## src/rtl/instr_fetch_buf_pkg.sv

```systemverilog
// Shared types for the serial instruction fetcher: FSM states, decoded-instruction layout
// and default field widths.
package instr_pkg;

    localparam int unsigned    DEF_OP_W    = 3;
    localparam int unsigned    DEF_REG_W   = 3;
    localparam int unsigned    DEF_IMM_W   = 8;
    localparam logic [7:0]     DEF_IMM_OPS = 8'hD4;
    localparam logic [DEF_OP_W-1:0] OP_NOP = '0;

    typedef enum logic [1:0] {
        SYNC = 2'd0,
        W1   = 2'd1,
        W2   = 2'd2,
        W3   = 2'd3
    } fetch_state_e;

    typedef struct packed {
        logic [DEF_OP_W-1:0]  opcode;
        logic [DEF_REG_W-1:0] src_a;
        logic [DEF_REG_W-1:0] src_b;
        logic [DEF_REG_W-1:0] dest;
        logic [DEF_IMM_W-1:0] imm;
    } instr_t;

endpackage

```

## src/rtl/instr_fetch_buf_if.sv

```systemverilog
// Serial word input and decoded-instruction output handshakes of the instruction fetcher.
interface instr_fetch_buf_if #(
    parameter int unsigned OP_W  = 3,
    parameter int unsigned REG_W = 3,
    parameter int unsigned IMM_W = 8
);
    logic [OP_W+REG_W-1:0] in_data;
    logic                  in_valid;
    logic                  in_ready;
    logic                  out_valid;
    logic                  out_ready;
    logic [OP_W-1:0]       opcode;
    logic [REG_W-1:0]      src_a;
    logic [REG_W-1:0]      src_b;
    logic [REG_W-1:0]      dest;
    logic [IMM_W-1:0]      imm;

    modport master (
        output in_data, in_valid, out_ready,
        input  in_ready, out_valid, opcode, src_a, src_b, dest, imm
    );

    modport slave (
        input  in_data, in_valid, out_ready,
        output in_ready, out_valid, opcode, src_a, src_b, dest, imm
    );
endinterface

```

## src/rtl/instr_fetch_buf_fifo.sv

```systemverilog
// DEPTH-entry FIFO with a registered head copy and count-based full/empty flags.
module instr_fifo #(
    parameter int unsigned W     = 20,
    parameter int unsigned DEPTH = 4
) (
    input  logic         clk,
    input  logic         rst,
    input  logic         i_push,
    input  logic [W-1:0] i_din,
    input  logic         i_pop,
    output logic [W-1:0] o_head,
    output logic         o_valid,
    output logic         o_full
);
    localparam int unsigned PW = $clog2(DEPTH);
    localparam int unsigned CW = PW + 1;

    logic [W-1:0]  r_mem [DEPTH];
    logic [PW-1:0] r_wr;
    logic [PW-1:0] r_rd;
    logic [CW-1:0] r_cnt;
    logic [W-1:0]  r_head;
    logic          w_do_push;
    logic          w_do_pop;

    assign o_full    = (r_cnt == CW'(DEPTH));
    assign o_valid   = (r_cnt != '0);
    assign o_head    = r_head;
    assign w_do_push = i_push && !o_full;
    assign w_do_pop  = i_pop && o_valid;

    always_ff @(posedge clk) begin
        if (w_do_push)
            r_mem[r_wr] <= i_din;
    end

    always_ff @(posedge clk) begin
        if (rst) begin
            r_wr   <= '0;
            r_rd   <= '0;
            r_cnt  <= '0;
            r_head <= '0;
        end else begin
            if (w_do_push)
                r_wr <= r_wr + PW'(1);
            if (w_do_pop)
                r_rd <= r_rd + PW'(1);
            unique case ({w_do_push, w_do_pop})
                2'b10:   r_cnt <= r_cnt + CW'(1);
                2'b01:   r_cnt <= r_cnt - CW'(1);
                default: r_cnt <= r_cnt;
            endcase
            // Head mirrors r_mem[r_rd]; on a pop the next entry comes from memory
            // unless the FIFO drains, in which case a simultaneous push bypasses.
            if (w_do_pop) begin
                if (r_cnt > CW'(1))
                    r_head <= r_mem[r_rd + PW'(1)];
                else if (w_do_push)
                    r_head <= i_din;
            end else if (w_do_push && !o_valid) begin
                r_head <= i_din;
            end
        end
    end
endmodule

```

## src/rtl/instr_fetch_buf.sv

```systemverilog
// Serial instruction fetcher: syncs on an all-ones word, assembles 1-3 words per instruction
// and queues them in instr_fifo. Define INSTR_FETCH_STATS_EN to add issued/sync counters.
module instr_fetch_buf
    import instr_pkg::*;
#(
    parameter int unsigned              OP_W    = DEF_OP_W,
    parameter int unsigned              REG_W   = DEF_REG_W,
    parameter int unsigned              IMM_W   = DEF_IMM_W,
    parameter logic [(1<<OP_W)-1:0]     IMM_OPS = DEF_IMM_OPS,
    parameter int unsigned              DEPTH   = 4
) (
    input  logic clk,
    input  logic rst,
    instr_fetch_buf_if.slave bus
`ifdef INSTR_FETCH_STATS_EN
    ,
    output logic [15:0] issued_cnt,
    output logic [7:0]  sync_cnt
`endif
);
    localparam int unsigned IN_W  = OP_W + REG_W;
    localparam int unsigned ENT_W = OP_W + 3*REG_W + IMM_W;
    localparam int unsigned LO_W  = IMM_W - REG_W;

    fetch_state_e     r_state;
    logic [OP_W-1:0]  r_op;
    logic [REG_W-1:0] r_src_a;
    logic [REG_W-1:0] r_dest;
    logic [REG_W-1:0] r_imm_hi;

    logic             w_accept;
    logic             w_full;
    logic             w_valid;
    logic             w_pop;
    logic [OP_W-1:0]  w_hi;
    logic [REG_W-1:0] w_lo;
    logic             w_push;
    logic [OP_W-1:0]  w_e_op;
    logic [REG_W-1:0] w_e_a;
    logic [REG_W-1:0] w_e_b;
    logic [REG_W-1:0] w_e_d;
    logic [IMM_W-1:0] w_e_imm;
    logic [ENT_W-1:0] w_head;

    assign w_accept     = bus.in_valid && !w_full;
    assign w_pop        = w_valid && bus.out_ready;
    assign w_hi         = bus.in_data[IN_W-1:REG_W];
    assign w_lo         = bus.in_data[REG_W-1:0];
    assign bus.in_ready = !w_full;
    assign bus.out_valid = w_valid;
    assign {bus.opcode, bus.src_a, bus.src_b, bus.dest, bus.imm} = w_head;

    // The word completing an instruction is combined with the latched fields and pushed directly.
    always_comb begin
        w_push  = 1'b0;
        w_e_op  = '0;
        w_e_a   = '0;
        w_e_b   = '0;
        w_e_d   = '0;
        w_e_imm = '0;
        if (w_accept) begin
            unique case (r_state)
                W1: if (w_hi == OP_W'(OP_NOP)) begin
                    w_push = 1'b1;
                    w_e_a  = w_lo;
                end
                W2: if (!IMM_OPS[r_op]) begin
                    w_push = 1'b1;
                    w_e_op = r_op;
                    w_e_a  = r_src_a;
                    w_e_b  = w_lo;
                    w_e_d  = w_hi;
                end
                W3: begin
                    w_push  = 1'b1;
                    w_e_op  = r_op;
                    w_e_a   = r_src_a;
                    w_e_d   = r_dest;
                    w_e_imm = {r_imm_hi, bus.in_data[LO_W-1:0]};
                end
                default: ;
            endcase
        end
    end

`ifdef INSTR_FETCH_STATS_EN
    logic [15:0] r_issued_cnt;
    logic [7:0]  r_sync_cnt;
    assign issued_cnt = r_issued_cnt;
    assign sync_cnt   = r_sync_cnt;

    always_ff @(posedge clk) begin
        if (rst)
            r_issued_cnt <= '0;
        else if (w_pop)
            r_issued_cnt <= r_issued_cnt + 16'd1;
    end
`endif

    always_ff @(posedge clk) begin
        if (rst) begin
            r_state  <= SYNC;
            r_op     <= '0;
            r_src_a  <= '0;
            r_dest   <= '0;
            r_imm_hi <= '0;
`ifdef INSTR_FETCH_STATS_EN
            r_sync_cnt <= '0;
`endif
        end else if (w_accept) begin
            unique case (r_state)
                SYNC: if (bus.in_data == '1) begin
                    r_state <= W1;
`ifdef INSTR_FETCH_STATS_EN
                    if (r_sync_cnt != '1)
                        r_sync_cnt <= r_sync_cnt + 8'd1;
`endif
                end
                W1: begin
                    r_op    <= w_hi;
                    r_src_a <= w_lo;
                    r_state <= (w_hi == OP_W'(OP_NOP)) ? W1 : W2;
                end
                W2: begin
                    r_dest <= w_hi;
                    if (IMM_OPS[r_op]) begin
                        r_imm_hi <= w_lo;
                        r_state  <= W3;
                    end else begin
                        r_state  <= W1;
                    end
                end
                W3: r_state <= W1;
                default: r_state <= SYNC;
            endcase
        end
    end

    instr_fifo #(
        .W     (ENT_W),
        .DEPTH (DEPTH)
    ) u_fifo (
        .clk     (clk),
        .rst     (rst),
        .i_push  (w_push),
        .i_din   ({w_e_op, w_e_a, w_e_b, w_e_d, w_e_imm}),
        .i_pop   (w_pop),
        .o_head  (w_head),
        .o_valid (w_valid),
        .o_full  (w_full)
    );
endmodule

```

## src/flat_wrapper.sv

```systemverilog
// flat-port wrapper written by rule: the top's interface ports become plain ports
module instr_fetch_buf_flat import instr_pkg::*;
#(
    parameter int unsigned              OP_W    = DEF_OP_W,
    parameter int unsigned              REG_W   = DEF_REG_W,
    parameter int unsigned              IMM_W   = DEF_IMM_W,
    parameter logic [(1<<OP_W)-1:0]     IMM_OPS = DEF_IMM_OPS,
    parameter int unsigned              DEPTH   = 4
)
  (clk, rst, bus_in_data, bus_in_valid, bus_out_ready, bus_in_ready, bus_out_valid, bus_opcode, bus_src_a, bus_src_b, bus_dest, bus_imm);
  instr_fetch_buf_if #(.OP_W(OP_W), .REG_W(REG_W), .IMM_W(IMM_W)) bus_i ();
  input  logic clk;
  input  logic rst;
  input wire logic [$bits(bus_i.in_data)-1:0] bus_in_data;
  input wire logic [$bits(bus_i.in_valid)-1:0] bus_in_valid;
  input wire logic [$bits(bus_i.out_ready)-1:0] bus_out_ready;
  output wire logic [$bits(bus_i.in_ready)-1:0] bus_in_ready;
  output wire logic [$bits(bus_i.out_valid)-1:0] bus_out_valid;
  output wire logic [$bits(bus_i.opcode)-1:0] bus_opcode;
  output wire logic [$bits(bus_i.src_a)-1:0] bus_src_a;
  output wire logic [$bits(bus_i.src_b)-1:0] bus_src_b;
  output wire logic [$bits(bus_i.dest)-1:0] bus_dest;
  output wire logic [$bits(bus_i.imm)-1:0] bus_imm;
  assign bus_i.in_data = bus_in_data;
  assign bus_i.in_valid = bus_in_valid;
  assign bus_i.out_ready = bus_out_ready;
  assign bus_in_ready = bus_i.in_ready;
  assign bus_out_valid = bus_i.out_valid;
  assign bus_opcode = bus_i.opcode;
  assign bus_src_a = bus_i.src_a;
  assign bus_src_b = bus_i.src_b;
  assign bus_dest = bus_i.dest;
  assign bus_imm = bus_i.imm;
  instr_fetch_buf #(.OP_W(OP_W), .REG_W(REG_W), .IMM_W(IMM_W), .IMM_OPS(IMM_OPS), .DEPTH(DEPTH)) u_core (.clk(clk), .rst(rst), .bus(bus_i));
endmodule
```

## config.mk

```make
export PLATFORM = sky130hd
export DESIGN_NAME = instr_fetch_buf_flat
export DESIGN_NICKNAME = d
export VERILOG_FILES = /design/src/rtl/instr_fetch_buf_pkg.sv /design/src/rtl/instr_fetch_buf_if.sv /design/src/rtl/instr_fetch_buf_fifo.sv /design/src/rtl/instr_fetch_buf.sv /design/src/flat_wrapper.sv
export SDC_FILE = /design/constraint.sdc
export NUM_CORES = 1
export LEC_CHECK = 0
export CELL_PAD_IN_SITES_DETAIL_PLACEMENT = 0
export CELL_PAD_IN_SITES_GLOBAL_PLACEMENT = 2
export CORE_MARGIN = 4
export CORE_UTILIZATION = 41
export CTS_CLUSTER_DIAMETER = 100
export CTS_CLUSTER_SIZE = 10
export DETAILED_ROUTE_END_ITERATION = 8
export PLACE_DENSITY_LB_ADDON = 0.2
export RECOVER_POWER = 25
export SYNTH_ARGS = -nofsm -noshare
export SYNTH_HDL_FRONTEND = slang
export SYNTH_SLANG_ARGS = --single-unit
export TNS_END_PERCENT = 1
```

## constraint.sdc

```tcl
create_clock -name clk -period 5.29 [get_ports clk]
set_input_delay 1.587 -clock clk [delete_from_list [all_inputs] [get_ports clk]]
set_output_delay 1.587 -clock clk [all_outputs]
set_load 0.02 [all_outputs]
```

==> results of run 1 <==
through the flow:
stage / std cells / utilization, % / hold slack, ns / area, µm²
floorplan: 453 / - / 0.433 / 5610
global placement: 632 / 45.0 / 0.444 / 6000
detailed placement: 632 / 45.0 / 0.451 / 6000
CTS: 664 / 49.3 / 0.460 / 6580
global route: 664 / 49.2 / 0.483 / 6560
finish: 664 / 49.2 / 0.456 / 6560
sequential cells by signal, indices dropped and copies added (netlist names), named ones only:
signal and flops:
u_core.r_dest 3, u_core.r_imm_hi 3, u_core.r_op 3, u_core.r_src_a 3, u_core.r_state 2, u_core.u_fifo.o_head 20, u_core.u_fifo.r_cnt 3, u_core.u_fifo.r_mem 80
u_core.u_fifo.r_rd 2, u_core.u_fifo.r_wr 2
cells in the mapped netlist (2+ instances only):
master	n	area (µm²)
mux2i_1	3	30.0
nand3_1	49	245
xor2_1	3	26.3
ha_1	13	163
o311ai_1	20	175
nand3b_1	4	30.0
a21oi_1	18	90.1
nor2_1	27	101
nand4_1	2	12.5
buf_2	9	45.0
edfxtp_1	80	2400
xnor2_1	2	17.5
and3_2	2	15.0
buf_6	7	78.8
clkbuf_1	17	63.8
a21bo_2	4	40.0
a31oi_1	20	125
and3_1	9	56.3
o21ai_0	31	155
buf_4	2	15.0
dfxtp_1	42	841
and2_1	4	25.0
inv_1	12	45.0
nand2_1	21	78.8
mux4_2	20	450
a211oi_1	4	30.0
o211a_1	3	30.0
nor3_1	2	10.0
buf_1	2	7.51
area by class of cell:
class	instances	share of cell area (%)
tap	176	3.35
clock buffer	21	7.19
multi-input combinational	280	32.0
clock inverter	11	1.52
inverter	13	0.743
timing repair buffer	41	5.76
sequential	122	49.4
cells by family (layout without fill, tap and decap cells):
family / Yosys count / count (layout) / synth area share, %
AND/OR/NAND/NOR: 128 / 128 / 11.7
flip-flops: 122 / 122 / 57.8
AO/OA/AOI/OAI: 111 / 111 / 13.6
buffers and inverters: 51 / 86 / 4.70
multiplexers: 23 / 23 / 8.56
adder cells (fa/ha/maj): 13 / 13 / 2.90
XOR/XNOR: 5 / 5 / 0.780
worst min path at each step:
stage                                   startpoint                              to  slack, ns  cells after the start
floorplan           u_core.r_src_a[0]$_SDFFE_PP0P_  u_core.r_src_a[0]$_SDFFE_PP0P_       0.43                      2
global placement    u_core.r_src_a[2]$_SDFFE_PP0P_  u_core.r_src_a[2]$_SDFFE_PP0P_       0.44                      2
CTS                  u_core.r_dest[1]$_SDFFE_PP0P_   u_core.r_dest[1]$_SDFFE_PP0P_       0.46                      2
finish               u_core.r_dest[1]$_SDFFE_PP0P_   u_core.r_dest[1]$_SDFFE_PP0P_       0.46                      2
global route        u_core.r_src_a[0]$_SDFFE_PP0P_  u_core.r_src_a[0]$_SDFFE_PP0P_       0.48                      2
detailed placement   u_core.r_dest[1]$_SDFFE_PP0P_   u_core.r_dest[1]$_SDFFE_PP0P_       0.45                      2
metal layers:
layer	track usage [%]	part of all wire (%)
met4	5.99	1.2
met2	24.0	44
met3	3.75	5.2
met5	0	0
met1	25.1	50
power by group through the flow:
stage,sequential [W],combinational (W),clock [W]
after global placement,0.00111,0.000381,0
final,0.00109,0.000377,0.00110
after detailed placement,0.00111,0.000382,0
after floorplan,0.00113,0.000233,0
after CTS,0.00109,0.000384,0.00112
after global routing,0.00110,0.000416,0.00117
worst reg2reg max path, delay by kind of cell, from the launching register on:
family / cells / cell delay, ns
mux: 1 / 0.18
buf+inv: 1 / 0.09
simple gates: 3 / 1.56
fa+ha+maj: 2 / 1.23
compound gates: 1 / 0.13
flops: 1 / 0.43
==> results.ini, run 1 <==
[synthesis]
synth_cell_type_count=50
seq_area_frac_synth_pct=57.8
syn-num-nets=476
synth_edf_count=80
ys.warnings.count=0
yosys_most_used_dff=edfxtp_1
syn-cell-area_um2=5610
ys_seq_elements=122
syn_area_per_cell_um2=12.4
async_flop_share_pct=0
netlist_instances=453

[cells_and_area]
num-nets-final=498
drive_above_1_share_pct=13.3
nFillCells=1223
multi_input_area_um2=2100
final_cell_mix=80 x edfxtp_1, 49 x nand3_1, 42 x dfxtp_1
register_area_um2=3240
area_growth_pct=16.9
layout_commonest_cell=edfxtp_1
diodes=0

[routing]
first_iter_violations=238
postRouteAntennaNets=0
wirelength_um=12400
drt_first_pass_iters=4
wl_per_cell_um=18.7
vias_per_cell=5.47
vias=3635
route.detailed.drc=0

[pwr]
pwr-share-clk_pct=42.9
p_seq_share_pct=42.4
vdd_drop_max_uv=208
p_sw_w=0.000637
leakagePower_nw=2.20
power-per-cell-area_nw_per_um2=391
total_power_w=0.00257
pwr-share-comb_pct=14.7
p_int_w=0.00193
swShare_pct=24.8

[global_routing]
grt_max_degree=32
grt_pass1_wl_um=20700
grt_overflow=0
grt_antenna_before_repair=0
grt_pass1_vias=3644
gr-usage-all-layers_pct=16.8

[clock_network]
clk_pin_slew_ns=0.05
root_buffer=clkbuf_16
clockBufferDepth=2
tritoncts.num_buffers=17
cts_setup_buffers=0
clkSinkCount=122
cts_resized=0
htree_levels=4
clk_latency_ns=0.40
postCtsHoldBufs=0
cts_tree=yes

[timing]
fin_crit_sh_pct=80.1
rsz0062_at_grt=no
max_freq_mhz=236
hold_viol_final=0
max_slew_margin_pct=15.1
finalMaxSlewViolations=0
finalCriticalPeriod_ns=4.23
fin_skew_ns=0.00675
setup_viol=0
tightest_slew_ns=1.27
tns_ns=0
setup_ws_ns=1.06

[critical_path]
critPathMaxStageDelay_ns=0.98
path_class=in -> reg
path_cells=clkdlybuf4s50_1, and2_0, ha_1, mux2i_1, or3_1, a21oi_1
start_kind=input pin
r2r_end=u_core.u_fifo.r_cnt[2]$_SDFFE_PP0P_
slowest_stage=and2_0
critPathRequiredTime_ns=5.62
cp-end-kind=flop
worst-path-buf-inv=1
worstPathArrival_ns=4.57
r2r-start=u_core.u_fifo.r_cnt[0]$_SDFFE_PP0P_
r2r_setup_slack_ns=1.60
crit_start=bus_out_ready
reg2regPathDepth=8
path_max_fanout=23
crit_cells=6
critPathTopFamily=simple AND/OR/NAND/NOR gates
cp-endpoint=u_core.u_fifo.r_cnt[2]$_SDFFE_PP0P_

[floorplan]
dieArea_um2=15600
die_w_um=125
die_h_um=125
ios=32
initial_utilization_pct=42.1
rows=42
coreArea_um2=13300

[placement]
detailed_place_hpwl_um=8590
port_buffers=31
finalWeightedCongestion=0.764
place_ws_ns=0.943

[run_status]
status=finished, final reports clean

[flow_run]
cap_violations=0

[worst_hold_path]
hold_class=reg -> reg

Note: power is estimated with default switching activity, not from simulation.
==> run 2, diff against run 1 <==
--- a/config.mk
+++ b/config.mk
@@ -8,7 +8,7 @@
 export CELL_PAD_IN_SITES_DETAIL_PLACEMENT = 0
 export CELL_PAD_IN_SITES_GLOBAL_PLACEMENT = 2
 export CORE_MARGIN = 4
-export CORE_UTILIZATION = 41
+export CORE_UTILIZATION = 37
 export CTS_CLUSTER_DIAMETER = 100
 export CTS_CLUSTER_SIZE = 10
 export DETAILED_ROUTE_END_ITERATION = 8
==> constraint.sdc (replaced) <==
create_clock -name clk -period 3.5 [get_ports clk]
set_input_delay 1.05 -clock clk [delete_from_list [all_inputs] [get_ports clk]]
set_output_delay 1.05 -clock clk [all_outputs]
set_load 0.02 [all_outputs]
==> run 2 against run 1 <==
Net effect: via count rose by 6.4%; wire length rose by 17%; total power rose by 54%; final area rose by 1.9%; final cell count rose by 2.9%; non-clock buffer count rose by 11; combinational power rose by 59%; core utilization fell by 3.7 points; register-to-register slack got worse by 0.98 ns; critical endpoint is now bus_out_valid; largest power group unchanged; highest routed layer unchanged.
==> results.ini, run 2 (same netlist as run 1, synthesis figures left out) <==
[cells_and_area]
drive_above_1_share_pct=15.8  ; +2.5 points
final_cell_mix=80 x edfxtp_1, 49 x nand3_1, 42 x dfxtp_1
largest_reg_flops=80  ; unchanged
diodes=0  ; unchanged
multi_input_area_um2=2100  ; about the same
nFillCells=1340  ; +9.6%
num-nets-final=509  ; +2.2%
fin_cells=683  ; +2.9%
largest_register=u_core.u_fifo.r_mem
area_growth_pct=19.2
layout_commonest_cell=edfxtp_1
register_area_um2=3240  ; unchanged

[timing]
finalMaxSlewViolations=0  ; unchanged
fin_skew_ns=0.00760  ; +0.000856 ns
max_slew_margin_pct=14.1  ; -1.1 points
finalCriticalPeriod_ns=3.10
fin_crit_sh_pct=88.5
setup_viol=0  ; unchanged
whs_ns=0.459  ; +0.00332 ns
tns_ns=0  ; unchanged
max_freq_mhz=323
rsz0062_at_grt=no
hold_viol_final=0  ; unchanged
tightest_slew_ns=1.29  ; +0.0166 ns

[floorplan]
ios=32  ; unchanged
rows=44  ; +4.8%
dieArea_um2=17200  ; +10%
initial_utilization_pct=38.2  ; -3.9 points
die_h_um=131  ; +4.9%
coreArea_um2=14700  ; +10%
die_w_um=131  ; +4.9%

[worst_hold_path]
hold_class=reg -> reg

[global_routing]
grt_pass1_wl_um=23200  ; +12%
grt_pass1_vias=3939  ; +8.1%
grt_antenna_before_repair=0  ; unchanged
gr-usage-all-layers_pct=17.5  ; +0.69 points
grt_overflow=0  ; unchanged
grt_max_degree=32  ; unchanged

[placement]
detailed_place_hpwl_um=9080  ; +5.7%
placed_cells=651  ; +3.0%
port_buffers=31  ; unchanged
finalWeightedCongestion=0.784  ; +2.7%

[routing]
wl_per_cell_um=21.3  ; +14%
vias=3867  ; +6.4%
drt_first_pass_iters=5  ; +1
postRouteAntennaNets=0  ; unchanged
vias_per_cell=5.66  ; +3.4%
wirelength_um=14600  ; +17%
route.detailed.drc=0  ; unchanged
first_iter_violations=345  ; +45%

[pwr]
pwr-share-clk_pct=42.9  ; about the same
leakagePower_nw=2.27  ; +3.0%
p_int_w=0.00293  ; +52%
pwr-share-comb_pct=15.2  ; +0.5 points
swShare_pct=25.8  ; +0.92 points
vdd_drop_max_uv=466  ; +120%
p_seq_share_pct=41.9  ; -0.5 points
total_power_w=0.00395  ; +54%
power-per-cell-area_nw_per_um2=591  ; +51%
p_sw_w=0.00102  ; +60%

[clock_network]
cts_setup_buffers=0  ; unchanged
postCtsHoldBufs=0  ; unchanged
clk_latency_ns=0.41  ; about the same
htree_levels=4  ; unchanged
clockBufferDepth=2  ; unchanged
cts_resized=0  ; unchanged
clkSinkCount=122  ; unchanged
tritoncts.num_buffers=17  ; unchanged
clk_pin_slew_ns=0.06  ; about the same
root_buffer=clkbuf_16
cts_tree=yes

[critical_path]
path_class=reg -> out
critPathRequiredTime_ns=2.45  ; -3.17 ns
worstPathArrival_ns=2.05  ; -2.52 ns
start_kind=flop
cp-end-kind=output pin
path_max_fanout=9  ; -61%

[flow_run]
cap_violations=0  ; unchanged

[run_status]
status=finished, final reports clean

## run 2: cell types whose count changed in the layout (fill, tap and decap cells not counted), sizes merged
cell,change
buf,+11
clkbuf,+3
clkinv,-3
## run 2: path summary, 6_finish.rpt
path / startpoint / endpoint / slack (ns) / cells after the start
worst max register to register: u_core.u_fifo.r_cnt[0]$_SDFFE_PP0P_ / u_core.u_fifo.o_head[15]$_SDFFE_PP0P_ / 0.62 / 7
worst min register to register: u_core.r_dest[2]$_SDFFE_PP0P_ / u_core.r_dest[2]$_SDFFE_PP0P_ / 0.46 / 2
worst min-delay path: u_core.r_dest[2]$_SDFFE_PP0P_ / u_core.r_dest[2]$_SDFFE_PP0P_ / 0.46 / 2
worst max-delay path: u_core.u_fifo.r_cnt[0]$_SDFFE_PP0P_ / bus_out_valid / 0.40 / 4
## run 2: critical path: stages, from the launching register on
cell	delay, ns
dfxtp_1	0.43
inv_1	0.09
ha_1	0.34
nand2b_1	0.16
clkdlybuf4s50_1	0.61
## run 2: per-stage QoR
| stage | worst slack [ns] | cell area (µm²) | utilization [%] |
|---|---|---|---|
| after floorplan | 0.824 | 5610 | - |
| after global routing | 0.267 | 6690 | 45.5 |
| after CTS | 0.352 | 6700 | 45.6 |
| after detailed placement | 0.313 | 6120 | 41.7 |
| final | 0.404 | 6690 | 45.5 |
| after global placement | 0.306 | 6120 | 41.7 |
## run 2: layout make-up
cell class	instances	area share, %
multi-input combinational	280	31.4
clock buffer	24	7.20
inverter	13	0.730
tap	184	3.44
sequential	122	48.5
timing repair buffer	52	7.31
clock inverter	8	1.38
## run 2: per-layer routing
metal / part of all wire, % / global-route usage, %
met5: 0 / 0
met4: 1.4 / 4.90
met3: 3.9 / 4.82
met2: 47 / 27.5
met1: 47 / 23.9
## run 2: power groups by stage
stage	clock (W)	sequential (W)	combinational (W)
finish	0.00170	0.00166	0.000599
global route	0.00183	0.00167	0.000650
CTS	0.00174	0.00166	0.000609
detailed placement	0	0.00169	0.000608
floorplan	0	0.00171	0.000351
global placement	0	0.00169	0.000606
